<file path="src/rtl/ast_tensor_sequencer_sv.sv">
// ast_tensor_sequencer_sv
// Command-driven front end for the systolic tensor system. A single
// dimension command is followed by an element stream: matrix A is pushed,
// then matrix B, the array is started, and the Q x K result is drained
// through a one-entry output register onto a valid/ready stream.
//
//   state   | meaning
//   --------+------------------------------------------------------------
//   IDLE    | waiting for a command; cmd_ready high
//   LOAD_A  | pushing Q*R elements of A (ts_set=0, depth=R, width=Q)
//   LOAD_B  | pushing R*K elements of B (ts_set=1, depth=K, width=R)
//   START   | one-cycle ts_start pulse
//   WAIT    | waiting for ts_done
//   DRAIN   | reading Q*K results into the output register
module ast_tensor_sequencer_sv #(
  parameter  int DATAWIDTH = 14,
  parameter  int SIZE      = 4,
  localparam int DW        = $clog2(SIZE) + 1
) (
  input  logic                 clk,
  input  logic                 reset,
  // command channel
  input  logic                 cmd_valid_i,
  output logic                 cmd_ready_o,
  input  logic [DW-1:0]        cmd_q_i,
  input  logic [DW-1:0]        cmd_r_i,
  input  logic [DW-1:0]        cmd_k_i,
  input  logic                 cmd_relu_i,
  output logic                 cmd_err_o,
  // element input stream
  input  logic                 in_valid_i,
  output logic                 in_ready_o,
  input  logic [DATAWIDTH-1:0] in_data_i,
  // result output stream
  output logic                 out_valid_o,
  input  logic                 out_ready_i,
  output logic [DATAWIDTH-1:0] out_data_o,
  output logic                 out_last_o,
  output logic                 busy_o,
  // tensor system side
  output logic [DW-1:0]        ts_depth_o,
  output logic [DW-1:0]        ts_width_o,
  output logic [DATAWIDTH-1:0] ts_data_in_o,
  output logic                 ts_wen_o,
  output logic                 ts_set_o,
  output logic                 ts_relu_o,
  output logic                 ts_start_o,
  output logic                 ts_ren_o,
  input  logic                 ts_done_i,
  input  logic [DATAWIDTH-1:0] ts_data_out_i
);

  localparam int CW = $clog2(SIZE * SIZE) + 1;

  typedef enum logic [2:0] {
    S_IDLE   = 3'd0,
    S_LOAD_A = 3'd1,
    S_LOAD_B = 3'd2,
    S_START  = 3'd3,
    S_WAIT   = 3'd4,
    S_DRAIN  = 3'd5
  } state_t;

  state_t                 state_q, state_d;
  logic [DW-1:0]          q_q, q_d;
  logic [DW-1:0]          r_q, r_d;
  logic [DW-1:0]          k_q, k_d;
  logic                   relu_q, relu_d;
  logic [CW-1:0]          cnt_q, cnt_d;
  logic                   err_q, err_d;
  logic                   ov_q, ov_d;
  logic [DATAWIDTH-1:0]   od_q, od_d;
  logic                   ol_q, ol_d;

  logic [CW-1:0]          tc_qr, tc_rk, tc_qk;
  logic                   cmd_bad;
  logic                   out_hs;
  logic                   rd_en;

  // Terminal counts derived from the latched dimensions.
  always_comb begin
    tc_qr = CW'(q_q) * CW'(r_q);
    tc_rk = CW'(r_q) * CW'(k_q);
    tc_qk = CW'(q_q) * CW'(k_q);
  end

  // Command dimensions of zero or beyond the array size are rejected.
  always_comb begin
    cmd_bad = (cmd_q_i == '0) || (cmd_q_i > DW'(SIZE)) ||
              (cmd_r_i == '0) || (cmd_r_i > DW'(SIZE)) ||
              (cmd_k_i == '0) || (cmd_k_i > DW'(SIZE));
  end

  // State register.
  always_ff @(posedge clk) begin
    if (reset) begin
      state_q <= S_IDLE;
    end else begin
      state_q <= state_d;
    end
  end

  // Next-state, datapath next values and tensor-system controls.
  always_comb begin
    state_d     = state_q;
    q_d         = q_q;
    r_d         = r_q;
    k_d         = k_q;
    relu_d      = relu_q;
    cnt_d       = cnt_q;
    err_d       = 1'b0;
    ov_d        = ov_q;
    od_d        = od_q;
    ol_d        = ol_q;
    cmd_ready_o = 1'b0;
    in_ready_o  = 1'b0;
    ts_depth_o  = '0;
    ts_width_o  = '0;
    ts_wen_o    = 1'b0;
    ts_set_o    = 1'b0;
    ts_start_o  = 1'b0;
    ts_ren_o    = 1'b0;
    out_hs      = ov_q && out_ready_i;
    rd_en       = 1'b0;

    case (state_q)
      S_IDLE: begin
        cmd_ready_o = 1'b1;
        if (cmd_valid_i) begin
          if (cmd_bad) begin
            err_d = 1'b1;
          end else begin
            q_d     = cmd_q_i;
            r_d     = cmd_r_i;
            k_d     = cmd_k_i;
            relu_d  = cmd_relu_i;
            cnt_d   = '0;
            state_d = S_LOAD_A;
          end
        end
      end

      S_LOAD_A: begin
        in_ready_o = 1'b1;
        ts_depth_o = r_q;
        ts_width_o = q_q;
        ts_wen_o   = in_valid_i;
        if (in_valid_i) begin
          if (cnt_q == tc_qr - CW'(1)) begin
            cnt_d   = '0;
            state_d = S_LOAD_B;
          end else begin
            cnt_d = cnt_q + CW'(1);
          end
        end
      end

      S_LOAD_B: begin
        in_ready_o = 1'b1;
        ts_set_o   = 1'b1;
        ts_depth_o = k_q;
        ts_width_o = r_q;
        ts_wen_o   = in_valid_i;
        if (in_valid_i) begin
          if (cnt_q == tc_rk - CW'(1)) begin
            cnt_d   = '0;
            state_d = S_START;
          end else begin
            cnt_d = cnt_q + CW'(1);
          end
        end
      end

      S_START: begin
        ts_start_o = 1'b1;
        state_d    = S_WAIT;
      end

      S_WAIT: begin
        if (ts_done_i) begin
          cnt_d   = '0;
          state_d = S_DRAIN;
        end
      end

      S_DRAIN: begin
        // Pop only when the output register is free or emptying this cycle,
        // and only while results remain.
        rd_en    = (cnt_q < tc_qk) && (!ov_q || out_ready_i);
        ts_ren_o = rd_en;
        if (rd_en) begin
          od_d  = ts_data_out_i;
          ov_d  = 1'b1;
          ol_d  = (cnt_q == tc_qk - CW'(1));
          cnt_d = cnt_q + CW'(1);
        end else if (out_hs) begin
          ov_d = 1'b0;
          ol_d = 1'b0;
        end
        if (out_hs && ol_q) begin
          ov_d    = 1'b0;
          ol_d    = 1'b0;
          relu_d  = 1'b0;
          state_d = S_IDLE;
        end
      end

      default: begin
        state_d = S_IDLE;
      end
    endcase
  end

  // Latched command, element counter, error pulse and output register.
  always_ff @(posedge clk) begin
    if (reset) begin
      q_q    <= '0;
      r_q    <= '0;
      k_q    <= '0;
      relu_q <= 1'b0;
      cnt_q  <= '0;
      err_q  <= 1'b0;
      ov_q   <= 1'b0;
      od_q   <= '0;
      ol_q   <= 1'b0;
    end else begin
      q_q    <= q_d;
      r_q    <= r_d;
      k_q    <= k_d;
      relu_q <= relu_d;
      cnt_q  <= cnt_d;
      err_q  <= err_d;
      ov_q   <= ov_d;
      od_q   <= od_d;
      ol_q   <= ol_d;
    end
  end

  assign cmd_err_o    = err_q;
  assign out_valid_o  = ov_q;
  assign out_data_o   = od_q;
  assign out_last_o   = ol_q;
  assign busy_o       = (state_q != S_IDLE);
  assign ts_relu_o    = relu_q;
  assign ts_data_in_o = in_data_i;

endmodule

</file>
<file path="config.mk">
export PLATFORM = sky130hd
export DESIGN_NAME = ast_tensor_sequencer_sv
export DESIGN_NICKNAME = d
export VERILOG_FILES = /design/src/rtl/ast_tensor_sequencer_sv.sv
export SDC_FILE = /design/constraint.sdc
export NUM_CORES = 1
export LEC_CHECK = 0
export ABC_AREA = 0
export CORE_UTILIZATION = 40
export DETAILED_ROUTE_END_ITERATION = 12
export GPL_TIMING_DRIVEN = 0
export HOLD_SLACK_MARGIN = 0.02
export PLACE_DENSITY = 0.71
export SYNTH_ARGS = -nofsm -noshare
export SYNTH_HDL_FRONTEND = slang
export SYNTH_SLANG_ARGS = --single-unit
</file>
<file path="constraint.sdc">
create_clock -name clk -period 5.3 [get_ports clk]
set_clock_uncertainty 0.05 [all_clocks]
set_input_delay 1.06 -clock clk [delete_from_list [all_inputs] [get_ports clk]]
set_output_delay 1.06 -clock clk [all_outputs]
set_load 0.02 [all_outputs]
</file>
* After elaboration in Yosys (flattened, before gate mapping)
Index checks and enable logic that the tools add are counted.
** Cells by class
- Add/subtract/negate cells :: 4
- $mul :: 3
- Divide/modulo/power cells :: 0
- Magnitude comparators :: 4
- Eq/ne operators :: 17
- Shift operators :: 0
- Muxes and demuxes :: 36
- Bitwise gates (word level) :: 3
- Reduce and logical (&&, ||, !) cells :: 26
** Operator list (count)
- $mux W5 :: 8
- $pmux W5 S5 :: 1
- $mux W3 :: 8
- $ne A2 B2 Y1 const B :: 9
- $pmux W3 S6 :: 1
- $eq A5 B5 Y1 :: 3
- $mul A3 B3 Y5 :: 3
- $mux W1 :: 15
- $sub A5 B1 Y5 const B :: 3
- $logic_not A3 Y1 :: 4
- $pmux W3 S2 :: 2
- $gt A3 B3 Y1 const B :: 3
- $reduce_and A8 Y1 :: 1
- $reduce_and A7 Y1 :: 1
- $eq A3 B2 Y1 const B :: 2
- $eq A3 B3 Y1 const B :: 2
- $logic_or A1 B1 Y1 :: 6
- $reduce_bool A3 Y1 :: 2
- $add A5 B1 Y5 const B :: 1
- $lt A5 B5 Y1 :: 1
- $reduce_bool A5 Y1 :: 1
- $reduce_and A2 Y1 :: 2
- $reduce_and A4 Y1 :: 1
- $eq A3 B1 Y1 const B :: 1
- other kinds (8) :: 12
** Storage, ports and cells
- Bits in registers :: 35
- Bits in latches :: 0
- Memory bits (writable) :: 0
- Memory bits (read-only) :: 0
- Input bits :: 44
- Output and inout bits :: 45
- Word-level logic and storage cells :: 103
- Memories :: 0

* Depth between registers and ports, before layout
- Depth in word-level cells :: 9
- Gate-level depth with buffers :: 13
- Depth with buffers taken out :: 13

* Worst setup path after synthesis
Ideal clock, no wire load.
- Path type :: register to output
- From :: reg q_q[0]
- To :: out ts_ren_o
- Arrival time :: 3.337 ns
- Data required time :: 4.190 ns
- Path slack :: 0.853 ns
- Stages on the path, launching flop included :: 12
- Buffers on the path :: 1
- Cells stage by stage :: dfxtp_1 > and2_2 > fa_1 > ha_1 > fa_1 > xnor2_1 > xnor2_1 > ha_1 > a221oi_1 > nand2_1 > nor2_1 > buf_4
** On the way
- Longest elaborated chain between the ends :: 4
** RTL lines
- start, declared :: line 65 : logic [DW-1:0] q_q, q_d;
- start signal, assigned :: line 227 : q_q <= q_d;
- $mul A3 B3 Y5 :: line 84 : tc_qk = CW'(q_q) * CW'(k_q);
- $lt A5 B5 Y1 :: line 189 : rd_en = (cnt_q < tc_qk) && (!ov_q || out_ready_i);
- $logic_and A1 B1 Y1 :: line 189
- $mux W1 :: line 126 : case (state_q)
- end, declared :: line 48 : output logic ts_ren_o,
No other way between the ends.

* Final worst setup path
Same ends and word-level chain as after synthesis.

==> results by group <==
Setup path
  – CP Launch Type: flip-flop
  – Worst setup EP type: output port
  – Worst setup startpoint: q_q[0]
  – CP Cell Sequence: and2_2 > fa_1 > ha_1 > fa_1 > xnor2_1 > xnor2_2 > ha_1 > a221oi_2 > nand2_1 > nor2_4 > buf_4 > dlygate4sd2_1
  – Worst reg-to-reg setup slack: 1300 ps
  – CP top delay family: adder cells
  – CP max stage delay: 470 ps
  – Crit path kind: reg2out
  – RR Startpoint: q_q[0]
  – CP bufs+invs: 2
  – Critical Path RT: 4190 ps
  – Arrival time worst endpoint: 3880 ps
  – Slowest CP cell: fa_1
  – WP depth: 12
  – Critical path fanouts, max: 10
  – Reg2Reg Capture Point: cnt_q[4]
  – R2R depth: 13

STA
  – Worst-margin pin slew: 813.4 ps
  – Fin. Hold Viols: 0
  – Tcrit/Tclk final: 0.9421
  – Unrepaired setup endpoints after global routing: no
  – Final setup viols: 0
  – Slew Viols, Final: 0
  – Slew HR: 0.4557
  – Crit path time final: 4993 ps
  – Fmax: 0.2003 GHz

Pwr
  – PD cells: 239.0 nW/um^2
  – Worst VDD drop: 0.1980 mV
  – Leak pwr: 1.558 nW

Global route
  – Grt ovf: 0
  – First-pass GRT wire length: 10520 um
  – All-Layer GR Usage: 0.1835
  – Initial antenna violation count: 0
  – Pin count of the biggest net entering global routing: 13
  – Number of global-route vias before repair: 2429

Synthesis
  – Synth cell count leaders: dfxtp_1 (35), nor2_1 (31), ha_1 (24), mux2i_1 (24), nand2_1 (21)
  – Fraction of registers with async set or reset after synthesis: 0
  – Mapped Cells: 313
  – Syn Std Cell Area: 2724 um^2
  – Synth cell types: 50
  – Synthesized flop and latch total: 35
  – Post-synth top area share: 0.2572
  – Syn nets: 387
  – Synth Area per Inst: 8.702 um^2
  – Largest area contributor in the netlist: dfxtp_1
  – Synth area leaders: dfxtp_1 (26%), ha_1 (11%), mux2i_1 (8.8%)
  – Post-synthesis sequential area ratio: 0.2572
  – Number of synthesized flops with an enable pin: 0
  – Synth Warn #: 0
  – Most frequent cell after synthesis: dfxtp_1
  – Main synth FF type: dfxtp_1

Die
  – Initial Utilization: 0.4217
  – Io pins: 89
  – Core area: 6459 um^2
  – Die height: 84.52 um
  – Core Rows: 29
  – Die Width: 84.52 um
  – Die ar.: 7144 um^2

Layout
  – Fin nets: 470
  – FILL cells: 598
  – Post-layout util: 0.5748
  – N_diodes: 0
  – Register area: 706.9 um^2
  – Design Area, Final: 3712 um^2
  – Syn-to-layout area delta: 36.29%
  – Area occupied by multi-input gates: 1798 um^2
  – Share of layout cells above drive strength 1: 0.1259

Outcome
  – Status: complete, but fails checks
  – Failing checks: design-rule violations

Clock tree
  – Clock sinks: 35
  – CTS Buf Count: 5
  – H-Tree Level Count: 2
  – Clock Pin Slew Worst Setup and Hold Paths: 70 ps
  – Worst skew pair latency: 290 ps
  – Root buf cell: clkbuf_8
  – TritonCTS clock tree: yes
  – CTS max path bufs: 2

Placed design
  – Placed Area: 3551 um^2
  – GP Congestion: 0.8460
  – HPWL Detailed: 5054 um
  – IO Port Bufs: 73

Detailed routing
  – Post-DR wirelength/cell: 13.41 um
  – First-pass iteration count of the detailed router: 8
  – Vias per std cell: 5.148
  – Final WL: 6354 um
  – Post-route ant nets: 0
  – Post-route DRC violation count: 2
  – Drt initial violations: 74
  – Vias: 2440

Hold path
  – Worst Hold Path Cells: 2
  – Hold Path Class: reg2reg
  – WHS Endpoint: out_last_o
  – HP Start: out_last_o

Job
  – Maxcap violations: 0
==> logic make-up (layout without fill, tap and decap cells) <==
family / Yosys count / count (layout) / synth area share
muxes: 24 / 24 / 0.08819
AOI/OAI and AO/OA: 43 / 43 / 0.1167
adders and majority gates: 30 / 30 / 0.1543
DFF: 35 / 35 / 0.2572
buffers and inverters: 49 / 133 / 0.09049
and+or+nand+nor: 107 / 107 / 0.1998
xor gates and xnor gates: 25 / 25 / 0.09325
==> stage by stage <==
stage	hold WS [ps]	std cells	setup WS [ps]	power [mW]	setup TNS, ps
6_report	441.1	474	306.6	0.8872	0
5_1_grt	463.4	474	61.68	0.9415	0
4_1_cts	440.9	471	97.71	0.8946	0
3_5_place_dp	426.6	463	-294.3	0.6491	-294.3
3_3_place_gp	421.3	463	-283.2	0.6442	-283.2
2_1_floorplan	437.8	313	852.9	0.5189	0
==> repair_timing <==
item,in CTS,in global routing
gates resized for setup,6,4
endpoints found under the setup margin,1,1
setup buffers,0,3
pin swaps,1,1
hold buffers,0,0
hold endpoints to repair,0,0
==> worst reg2reg max path: stages, from the launching register on <==
cell	delay, ps
dfxtp_1	390
and2_2	240
fa_1	470
ha_1	220
fa_1	380
xnor2_1	240
xnor2_2	170
ha_1	310
a221oi_2	260
nand2_1	160
a31oi_1	240
nand3_2	210
or3_1	390
a211oi_1	220
==> power breakdown <==
part / total (mW) / switching [mW] / internal, mW
clock: 0.240 / 0.100 / 0.140
combinational: 0.355 / 0.199 / 0.156
sequential: 0.292 / 0.0131 / 0.279
==> layout make-up <==
type | instances | area share
plain buffers | 29 | 0.04617
clock buffers | 5 | 0.01854
clock inverters | 3 | 0.01180
inverters | 20 | 0.02022
multi-input cells | 229 | 0.4843
flip-flops and latches | 35 | 0.1904
well taps | 77 | 0.02595
repair buffers | 76 | 0.2026
==> per-layer routing <==
layer,track usage,routed length (um),up-vias
met1,0.2180,2788,1126
met5,0,0,-
met4,0.05547,93,0
met3,0.05310,479,10
met2,0.3200,2992,85
li1,-,-,1219
==> state kept, by name, indices dropped and copies added (netlist names) <==
name / cells
state_q: 3
cmd_err_o: 1
cnt_q: 5
k_q: 3
q_q: 3
r_q: 3
ts_relu_o: 1
out_data_o: 14
out_valid_o: 1
out_last_o: 1
==> cell usage in the layout (no fill, tap or decap), drive strengths merged, types with 4 or more instances in the layout <==
cell type | netlist | final
clkdlybuf4s50 | 0 | 72
dfxtp | 35 | 35
nor2 | 31 | 31
mux2i | 24 | 24
ha | 24 | 24
nand2 | 22 | 22
buf | 19 | 22
inv | 20 | 20
xnor2 | 17 | 17
clkbuf | 10 | 15
and2 | 13 | 13
nand3 | 13 | 13
a21oi | 10 | 10
o21ai | 8 | 8
xor2 | 6 | 6
fa | 6 | 6
a22o | 6 | 6
nand2b | 5 | 5
or3 | 5 | 5
a211oi | 5 | 5
nor3 | 4 | 4
==> worst max path at each step <==
stage,endpoint,slack (ps)
after global routing,ts_ren_o,60
after detailed placement,ts_ren_o,-290
after floorplan,ts_ren_o,850
final,ts_ren_o,310
after CTS,ts_ren_o,100
after global placement,ts_ren_o,-280
(Power assumes the default switching activity.)
